===== config.mk =====
export PLATFORM = sky130hd
export DESIGN_NAME = sram_ser_driver_flat
export DESIGN_NICKNAME = d
export VERILOG_FILES = /design/src/rtl/sram_ser_driver_if.sv /design/src/rtl/sram_ser_driver.sv /design/src/flat_wrapper.sv
export SDC_FILE = /design/constraint.sdc
export NUM_CORES = 1
export LEC_CHECK = 0
export CORE_MARGIN = 3
export CORE_UTILIZATION = 45
export CTS_BUF_LIST = sky130_fd_sc_hd__clkbuf_8 sky130_fd_sc_hd__clkbuf_16
export DETAILED_ROUTE_END_ITERATION = 8
export GPL_TIMING_DRIVEN = 0
export PLACE_DENSITY = 0.78
export SYNTH_ARGS = -nofsm -noshare
export SYNTH_HDL_FRONTEND = slang
export SYNTH_SLANG_ARGS = --single-unit

===== constraint.sdc =====
create_clock -name clk -period 2 [get_ports clk]
set_clock_uncertainty 0.2 [all_clocks]
set_input_delay 0.2 -clock clk [delete_from_list [all_inputs] [get_ports clk]]
set_output_delay 0.2 -clock clk [all_outputs]
set_load 0.02 [all_outputs]

===== src/rtl/sram_ser_driver_if.sv =====
// Host request/response and serial-SRAM pins of sram_ser_driver; master = driver side.
// SRAM_SER_RD_TIMEOUT_EN adds the rsp_err response flag.
interface sram_ser_driver_if #(
  parameter int COLS = 8,
  parameter int ROWS = 16
);
  localparam int AW = (ROWS > 1) ? $clog2(ROWS) : 1;

  logic            req_valid;
  logic            req_ready;
  logic            req_we;
  logic [AW-1:0]   req_addr;
  logic [COLS-1:0] req_wdata;

  logic            serial_in;
  logic            shift;
  logic            load;
  logic            w_en;
  logic            r_en;
  logic [AW-1:0]   addr;
  logic            data_valid;
  logic [COLS-1:0] data_out;

  logic            rsp_valid;
  logic [COLS-1:0] rsp_data;
`ifdef SRAM_SER_RD_TIMEOUT_EN
  logic            rsp_err;
`endif

  modport master (
    input  req_valid, req_we, req_addr, req_wdata, data_valid, data_out,
    output req_ready, serial_in, shift, load, w_en, r_en, addr, rsp_valid, rsp_data
`ifdef SRAM_SER_RD_TIMEOUT_EN
    , output rsp_err
`endif
  );

  modport slave (
    output req_valid, req_we, req_addr, req_wdata, data_valid, data_out,
    input  req_ready, serial_in, shift, load, w_en, r_en, addr, rsp_valid, rsp_data
`ifdef SRAM_SER_RD_TIMEOUT_EN
    , input rsp_err
`endif
  );
endinterface


===== src/rtl/sram_ser_driver.sv =====
// Serial SRAM driver: write = COLS MSB-first shift cycles, load, w_en (ready again COLS+3 after accept); read holds r_en until data_valid.
// One request in flight, req_ready only in IDLE; SRAM_SER_RD_TIMEOUT_EN adds rsp_err and a 15-cycle read watchdog.
module sram_ser_driver #(
  parameter int COLS = 8,
  parameter int ROWS = 16
) (
  input logic               clk,
  input logic               arst,
  sram_ser_driver_if.master bus
);
  localparam int AW = (ROWS > 1) ? $clog2(ROWS) : 1;
  localparam int CW = $clog2(COLS + 1);

  typedef enum logic [2:0] {
    IDLE  = 3'd0,
    SHIFT = 3'd1,
    LOAD  = 3'd2,
    WRITE = 3'd3,
    READ  = 3'd4,
    RESP  = 3'd5
  } state_t;

  state_t          state_q, state_d;
  logic [CW-1:0]   cnt_q, cnt_d;
  logic [COLS-1:0] sreg_q, sreg_d;
  logic [AW-1:0]   addr_q, addr_d;
  logic [COLS-1:0] rsp_data_q, rsp_data_d;
  logic            req_ready_q, req_ready_d;
  logic            serial_in_q, serial_in_d;
  logic            shift_q, shift_d;
  logic            load_q, load_d;
  logic            w_en_q, w_en_d;
  logic            r_en_q, r_en_d;
  logic            rsp_valid_q, rsp_valid_d;
`ifdef SRAM_SER_RD_TIMEOUT_EN
  logic [3:0]      wd_q, wd_d;
  logic            rsp_err_q, rsp_err_d;
`endif

  always_comb begin
    state_d    = state_q;
    cnt_d      = cnt_q;
    sreg_d     = sreg_q;
    addr_d     = addr_q;
    rsp_data_d = rsp_data_q;
`ifdef SRAM_SER_RD_TIMEOUT_EN
    wd_d       = wd_q;
    rsp_err_d  = 1'b0;
`endif

    unique case (state_q)
      IDLE: begin
        if (bus.req_valid && req_ready_q) begin
          addr_d = bus.req_addr;
          if (bus.req_we) begin
            state_d = SHIFT;
            sreg_d  = bus.req_wdata;
            cnt_d   = CW'(1);
          end else begin
            state_d = READ;
`ifdef SRAM_SER_RD_TIMEOUT_EN
            wd_d    = 4'd1;
`endif
          end
        end
      end
      // cnt_q = bits already presented; the MSB of sreg_d is the next bit out
      SHIFT: begin
        if (cnt_q == CW'(COLS)) begin
          state_d = LOAD;
        end else begin
          sreg_d = sreg_q << 1;
          cnt_d  = cnt_q + CW'(1);
        end
      end
      LOAD:  state_d = WRITE;
      WRITE: state_d = IDLE;
      READ: begin
        if (bus.data_valid) begin
          state_d    = RESP;
          rsp_data_d = bus.data_out;
`ifdef SRAM_SER_RD_TIMEOUT_EN
        end else if (wd_q == 4'd15) begin
          state_d   = RESP;
          rsp_err_d = 1'b1;
        end else begin
          wd_d = wd_q + 4'd1;
`endif
        end
      end
      RESP:    state_d = IDLE;
      default: state_d = IDLE;
    endcase

    // Pins are registered copies of the next state, so they line up with state_q.
    req_ready_d = (state_d == IDLE);
    shift_d     = (state_d == SHIFT);
    load_d      = (state_d == LOAD);
    w_en_d      = (state_d == WRITE);
    r_en_d      = (state_d == READ);
    rsp_valid_d = (state_d == RESP);
    serial_in_d = (state_d == SHIFT) ? sreg_d[COLS-1] : 1'b0;
  end

  always_ff @(posedge clk or posedge arst) begin
    if (arst) begin
      state_q     <= IDLE;
      cnt_q       <= '0;
      sreg_q      <= '0;
      addr_q      <= '0;
      rsp_data_q  <= '0;
      req_ready_q <= 1'b1;
      serial_in_q <= 1'b0;
      shift_q     <= 1'b0;
      load_q      <= 1'b0;
      w_en_q      <= 1'b0;
      r_en_q      <= 1'b0;
      rsp_valid_q <= 1'b0;
`ifdef SRAM_SER_RD_TIMEOUT_EN
      wd_q        <= '0;
      rsp_err_q   <= 1'b0;
`endif
    end else begin
      state_q     <= state_d;
      cnt_q       <= cnt_d;
      sreg_q      <= sreg_d;
      addr_q      <= addr_d;
      rsp_data_q  <= rsp_data_d;
      req_ready_q <= req_ready_d;
      serial_in_q <= serial_in_d;
      shift_q     <= shift_d;
      load_q      <= load_d;
      w_en_q      <= w_en_d;
      r_en_q      <= r_en_d;
      rsp_valid_q <= rsp_valid_d;
`ifdef SRAM_SER_RD_TIMEOUT_EN
      wd_q        <= wd_d;
      rsp_err_q   <= rsp_err_d;
`endif
    end
  end

  assign bus.req_ready = req_ready_q;
  assign bus.serial_in = serial_in_q;
  assign bus.shift     = shift_q;
  assign bus.load      = load_q;
  assign bus.w_en      = w_en_q;
  assign bus.r_en      = r_en_q;
  assign bus.addr      = addr_q;
  assign bus.rsp_valid = rsp_valid_q;
  assign bus.rsp_data  = rsp_data_q;
`ifdef SRAM_SER_RD_TIMEOUT_EN
  assign bus.rsp_err   = rsp_err_q;
`endif
endmodule


===== src/flat_wrapper.sv =====
// flat-port wrapper written by rule: the top's interface ports become plain ports
module sram_ser_driver_flat 
#(
  parameter int COLS = 8,
  parameter int ROWS = 16
)
  (clk, arst, bus_req_valid, bus_req_we, bus_req_addr, bus_req_wdata, bus_data_valid, bus_data_out, bus_req_ready, bus_serial_in, bus_shift, bus_load, bus_w_en, bus_r_en, bus_addr, bus_rsp_valid, bus_rsp_data);
  sram_ser_driver_if #(.COLS(COLS), .ROWS(ROWS)) bus_i ();
  input logic clk;
  input logic arst;
  input wire logic [$bits(bus_i.req_valid)-1:0] bus_req_valid;
  input wire logic [$bits(bus_i.req_we)-1:0] bus_req_we;
  input wire logic [$bits(bus_i.req_addr)-1:0] bus_req_addr;
  input wire logic [$bits(bus_i.req_wdata)-1:0] bus_req_wdata;
  input wire logic [$bits(bus_i.data_valid)-1:0] bus_data_valid;
  input wire logic [$bits(bus_i.data_out)-1:0] bus_data_out;
  output wire logic [$bits(bus_i.req_ready)-1:0] bus_req_ready;
  output wire logic [$bits(bus_i.serial_in)-1:0] bus_serial_in;
  output wire logic [$bits(bus_i.shift)-1:0] bus_shift;
  output wire logic [$bits(bus_i.load)-1:0] bus_load;
  output wire logic [$bits(bus_i.w_en)-1:0] bus_w_en;
  output wire logic [$bits(bus_i.r_en)-1:0] bus_r_en;
  output wire logic [$bits(bus_i.addr)-1:0] bus_addr;
  output wire logic [$bits(bus_i.rsp_valid)-1:0] bus_rsp_valid;
  output wire logic [$bits(bus_i.rsp_data)-1:0] bus_rsp_data;
  assign bus_i.req_valid = bus_req_valid;
  assign bus_i.req_we = bus_req_we;
  assign bus_i.req_addr = bus_req_addr;
  assign bus_i.req_wdata = bus_req_wdata;
  assign bus_i.data_valid = bus_data_valid;
  assign bus_i.data_out = bus_data_out;
  assign bus_req_ready = bus_i.req_ready;
  assign bus_serial_in = bus_i.serial_in;
  assign bus_shift = bus_i.shift;
  assign bus_load = bus_i.load;
  assign bus_w_en = bus_i.w_en;
  assign bus_r_en = bus_i.r_en;
  assign bus_addr = bus_i.addr;
  assign bus_rsp_valid = bus_i.rsp_valid;
  assign bus_rsp_data = bus_i.rsp_data;
  sram_ser_driver #(.COLS(COLS), .ROWS(ROWS)) u_core (.clk(clk), .arst(arst), .bus(bus_i));
endmodule

==> results of run 1 <==
==> final timing paths <==
path | slack, ns | startpoint | endpoint | depth (start not counted)
max in group asynchronous | 0.52 | arst | u_core.bus.load | 2
min in group asynchronous | 0.36 | arst | u_core.bus.rsp_valid | 2
hold reg to reg | 0.29 | u_core.sreg_q[0] | u_core.sreg_q[0] | 1
hold / removal | 0.29 | u_core.sreg_q[0] | u_core.sreg_q[0] | 1
setup reg to reg | 0.09 | u_core.state_q[2] | u_core.bus.addr[0] | 5
setup / recovery | 0.09 | u_core.state_q[2] | u_core.bus.addr[0] | 5
==> layout make-up <==
| cell class | count | area, um2 | area share |
|---|---|---|---|
| Clock buffer | 5 | 68.8 | 0.0347 |
| Clock inverter | 3 | 13.8 | 0.00694 |
| Timing Repair Buffer | 43 | 430 | 0.217 |
| Multi-Input combinational cell | 65 | 534 | 0.270 |
| Tap cell | 42 | 52.6 | 0.0265 |
| Buffer | 5 | 36.3 | 0.0183 |
| Sequential cell | 33 | 827 | 0.417 |
| Inverter | 5 | 18.8 | 0.00947 |
==> state kept, by name, indices dropped and copies added, names as in the netlist <==
signal	count
u_core.bus.rsp_data	8
u_core.sreg_q	7
u_core.bus.addr	4
u_core.cnt_q	4
u_core.state_q	3
u_core.bus.load	1
u_core.bus.r_en	1
u_core.bus.req_ready	1
u_core.bus.rsp_valid	1
u_core.bus.serial_in	1
u_core.bus.shift	1
u_core.bus.w_en	1
==> what timing repair did <==
action,4_1_cts,5_1_grt
endpoints found under the setup margin,0,8
hold endpoints to repair,0,0
setup buffers,0,0
gates resized for setup,0,2
==> through the flow <==
stage,util,std cells,hold WS (ns),total power (uW),setup slack [ns]
2_1_floorplan,-,108,0.116,1980,0.180
3_3_place_gp,0.658,193,0.280,2460,0.0859
3_5_place_dp,0.658,193,0.274,2510,0.0582
4_1_cts,0.687,201,0.296,2980,0.0545
5_1_grt,0.689,201,0.309,3160,0.0191
6_report,0.689,201,0.293,2960,0.0934
==> Yosys cell counts <==
cell type,instances
a21o_1,1
a21oi_1,1
a221o_1,6
a22o_1,1
a2bb2oi_4,1
and3_1,7
and3_2,1
and3b_1,1
buf_2,2
buf_6,2
clkbuf_1,1
dfrtp_1,32
dfstp_2,1
ha_1,2
inv_1,5
mux2_2,12
mux2i_1,3
nand2_1,3
nand2b_1,1
nand3_1,4
nand3b_1,1
nor2_1,4
nor2_2,2
nor3_1,1
nor3b_2,1
o21a_1,1
o21ai_0,4
o31a_1,1
or2b_1,1
or3_1,3
or3b_2,2
==> routing by layer <==
| layer | GRT usage | vias to the layer above | routed length [um] |
|---|---|---|---|
| met5 | 0 | - | 0 |
| met4 | 0.100 | 0 | 51 |
| met3 | 0.0434 | 5 | 169 |
| met2 | 0.297 | 30 | 1530 |
| met1 | 0.174 | 489 | 1150 |
| li1 | - | 485 | - |
==> report_power, final <==
| group | switching [uW] | total (uW) | internal, uW |
|---|---|---|---|
| combinational | 657 | 1410 | 749 |
| clock | 222 | 457 | 235 |
| sequential | 150 | 1100 | 950 |
| total | 1030 | 2960 | 1930 |
==> critical path, cell delays in order (launching register included) <==
cell and delay, ns:
dfrtp_1 0.37, buf_6 0.14, or3_1 0.38, buf_6 0.14, nor2_2 0.20, mux2_2 0.37
==> cell families after synthesis <==
logic type	after synthesis
flops	33
simple gates	32
fa+ha+maj	2
mux	15
buf+inv	10
compound gates	16
==> impl_metrics.py, run 1 <==
metrics = {
    "logic_synthesis": {
        "netlist.top_cell.by_area": "dfrtp_1",
        "ys_seq_elements": 33,
        "synth_mux_area_frac": 0.117,
        "syn_area_mm2": 0.00141,
        "synth_nets": 135,
        "ys_types": 31,
        "synthSimpleGateAreaFrac": 0.138,
        "synth_compound_area_frac": 0.102,
        "synth_top_family_by_area": "simple AND/OR/NAND/NOR gates",
        "ys_warn_count": 0,
        "synthAdderAreaFrac": 0.0177,
        "synth_top_area_frac": 0.568,
        "seq_area_frac_synth": 0.587,
        "synth_area_per_cell_um2": 13.1,
        "synth-xor-area-share": 0,
        "synth_cells": 108,
        "ys_top_cells_by_area": "dfrtp_1, mux2_2, a221o_1",
    },
    "clock_tree": {
        "clock_latency_ns": 0.28,
        "cts_buffers": 5,
        "cts_tree": "yes",
        "hold_buffers": 0,
        "cts_sinks": 33,
        "cts_buffer_depth": 2,
        "root_buffer": "clkbuf_8",
        "clk_pin_slew_ns": 0.06,
        "htreeDepth": 2,
    },
    "global_routing": {
        "grt_overflow": 0,
        "grt_max_degree": 34,
        "antenna_found_initial": 0,
        "grt_pass1_wl_mm": 4.46,
        "grt_pass1_vias": 1067,
        "track_usage": 0.167,
    },
    "floorplanning": {
        "fp.coreArea_mm2": 0.00288,
        "initial_core_util": 0.490,
        "io_pins": 44,
        "die_width_um": 62.0,
        "core.rowCount": 19,
        "fp.dieH_um": 62.0,
        "die_area_mm2": 0.00384,
    },
    "critical_path": {
        "required_ns": 1.96,
        "crit_fanout": 9,
        "cp-start-kind": "flip-flop",
        "arrival_ns": 1.87,
        "worstSetupPathType": "flip-flop to flip-flop",
        "endpoint_kind": "flip-flop",
    },
    "sta": {
        "slew_viol_final": 0,
        "hold_violations": 0,
        "rsz0062_at_grt": "no",
        "setup_tns_ns": 0,
        "finalSetupViolations": 0,
        "period_minus_slack_ns": 1.91,
        "finalCritPeriodShare": 0.953,
        "tightest_slew_ns": 1.21,
        "max_slew_margin": 0.196,
        "fmax_mhz": 524,
    },
    "power_and_ir_drop": {
        "ir_worst_vdd_uv": 835,
        "p_leak_uw": 0.000920,
        "power_density_mw_per_mm2": 1500,
    },
    "run_status": {
        "status": "completed",
    },
    "routing": {
        "totalWireLength_mm": 2.90,
        "via_count": 1009,
        "route.detailed.drc": 0,
        "wl_per_cell_um": 14.4,
        "viasPerCell": 5.02,
        "firstDrtPassIters": 4,
        "antenna_left": 0,
        "initialDrtViolationCount": 20,
    },
    "placed_design": {
        "gp_congestion": 0.729,
        "dpl.hpwl_mm": 2.13,
        "place_area_mm2": 0.00189,
        "portBuffers": 43,
    },
    "final_layout": {
        "final_common_cell": "clkdlybuf4s50_1",
        "diodes": 0,
        "layout-drive-gt1-share": 0.201,
        "fillers": 227,
        "final_cell_mix": "clkdlybuf4s50_1, dfrtp_1, mux2_2",
        "fin_nets": 185,
        "fin_area_mm2": 0.00198,
        "area_growth_pct": 40.6,
    },
    "flow_run": {
        "max_cap_violations": 0,
    },
    "worst_hold_path": {
        "hold_class": "flip-flop to flip-flop",
    },
}
(Power assumes the default switching activity.)
==> inputs of run 2 (changes only) <==
- CORE_ASPECT_RATIO: unset -> 0.75
- clock period: 2 -> 2.15 ns (I/O delays scaled with it)
==> impl_metrics.py, run 2 (synthesis gave the netlist of run 1 again) <==
metrics = {
    "critical_path": {
        "crit_path_start": "u_core.cnt_q[0]",
        "cp_cell_sequence": "inv_1, ha_1, nand3b_1, a2bb2oi_4, inv_1, or3_1",
        "reg2reg_from": "u_core.cnt_q[0]",
        "cp_slowest_cell": "dfrtp_1",
        "cpPeakStageDelay_ns": 0.40,
        "cp_common_cell": "inv_1",
        "required_ns": 2.11,
        "cp-start-kind": "flip-flop",
        "arrival_ns": 1.91,
        "endpoint_kind": "flip-flop",
        "crit_fanout": 9,
        "worstSetupPathType": "flip-flop to flip-flop",
    },
    "final_layout": {
        "diodes": 0,
        "final_common_cell": "clkdlybuf4s50_1",
        "fin_util": 0.734,
        "fillers": 183,
        "area_growth_pct": 45.9,
        "fin_nets": 187,
        "largest_reg_flops": 8,
        "layout-drive-gt1-share": 0.205,
        "final_cell_mix": "clkdlybuf4s50_1, dfrtp_1, mux2_2",
    },
    "placed_design": {
        "gp_congestion": 0.716,
        "portBuffers": 43,
        "dpl.hpwl_mm": 2.21,
    },
    "global_routing": {
        "antenna_found_initial": 0,
        "track_usage": 0.170,
        "grt_pass1_wl_mm": 4.80,
        "grt_overflow": 0,
        "grt_pass1_vias": 1015,
        "grt_max_degree": 34,
    },
    "power_and_ir_drop": {
        "p_leak_uw": 0.000954,
        "share_comb_of_total_power": 0.435,
        "p_clk_frac": 0.225,
        "power_density_mw_per_mm2": 1470,
        "ir_worst_vdd_uv": 708,
        "seqPwrFrac": 0.340,
        "intPower_uw": 2040,
        "p_switching_uw": 980,
        "sw_frac_of_total": 0.325,
    },
    "routing": {
        "antenna_left": 0,
        "firstDrtPassIters": 4,
        "totalWireLength_mm": 3.05,
        "wl_per_cell_um": 15.5,
        "initialDrtViolationCount": 22,
        "viasPerCell": 5.17,
        "route.detailed.drc": 0,
        "via_count": 1019,
    },
    "clock_tree": {
        "cts_sinks": 33,
        "htreeDepth": 2,
        "cts_buffers": 5,
        "cts_tree": "yes",
        "cts_resized": 0,
        "cts_buffer_depth": 2,
        "root_buffer": "clkbuf_8",
        "cts_setup_buffers": 0,
        "hold_buffers": 0,
        "clk_pin_slew_ns": 0.07,
        "clock_latency_ns": 0.28,
    },
    "worst_hold_path": {
        "hp-start": "u_core.sreg_q[0]",
        "hold_class": "flip-flop to flip-flop",
    },
    "sta": {
        "fmax_mhz": 514,
        "period_minus_slack_ns": 1.95,
        "max_slew_margin": 0.588,
        "rsz0062_at_grt": "no",
        "hold_violations": 0,
        "finalSetupViolations": 0,
        "finalCritPeriodShare": 0.905,
        "setup_tns_ns": 0,
        "tightest_slew_ns": 0.616,
        "slew_viol_final": 0,
    },
    "floorplanning": {
        "die_width_um": 70.6,
        "die_area_mm2": 0.00385,
        "initial_core_util": 0.503,
        "fp.dieH_um": 54.5,
        "fp.coreArea_mm2": 0.00280,
        "core.rowCount": 16,
        "io_pins": 44,
    },
    "run_status": {
        "status": "completed",
    },
    "flow_run": {
        "max_cap_violations": 0,
    },
}
[run 2: cell types whose count changed in the layout (fill, tap and decap cells not counted)]
cell and change:
bufinv_16 +2, buf_16 +1, clkinv_1 +1, clkinv_2 -1
dlygate4sd3_1 +1, inv_1 -1, inv_2 -1, nor3b_2 +1
nor3b_4 -1
[run 2: routing by layer]
layer,routed length [um],up-vias,GRT usage
li1,-,489,-
met1,1350,499,0.199
met2,1470,29,0.293
met3,207,2,0.0697
met4,22,0,0.0563
met5,0,-,0
[run 2: area by class of cell]
cell class	count	area, um2	share of cell area
clock buffers	5	68.8	0.0335
repair buffers	45	468	0.227
inverters	5	18.8	0.00912
flip-flops and latches	33	827	0.402
clock inverters	3	65.1	0.0316
plain buffers	5	36.3	0.0176
multi-input cells	65	528	0.257
well taps	36	45.0	0.0219
[run 2: critical path: cells and delay by family, from the launching register on]
kind	cells	cell delay, ns
fa+ha+maj	1	0.19
buf+inv	2	0.24
compound gates	1	0.29
flops	1	0.40
simple gates	2	0.50
[run 2: worst paths after layout]
path                                     endpoint  slack (ns)  cells past startpoint
max                             u_core.state_q[0]        0.20                      6
min                              u_core.sreg_q[0]        0.30                      1
max reg2reg                     u_core.state_q[0]        0.20                      6
min reg2reg                      u_core.sreg_q[0]        0.30                      1
max in group asynchronous    u_core.bus.req_ready        0.72                      4
min in group asynchronous  u_core.bus.rsp_data[3]        0.55                      3
[run 2: stage by stage]
stage	cells	area, um2	hold slack (ns)	setup WS [ns]	total power (uW)
floorplan	108	1410	0.131	0.330	1840
finish	197	2060	0.304	0.204	3020
CTS	195	2020	0.307	0.201	3030
detailed placement	187	1890	0.289	0.153	2350
global route	197	2060	0.324	0.107	3190
global placement	187	1890	0.276	0.171	2290
[run 2: power groups by stage]
stage	logic, uW	clock network, uW	registers, uW
after CTS	1320	691	1020
after global routing	1410	726	1050
after floorplan	637	0	1200
after detailed placement	1310	0	1030
after global placement	1270	0	1010
final	1310	679	1020
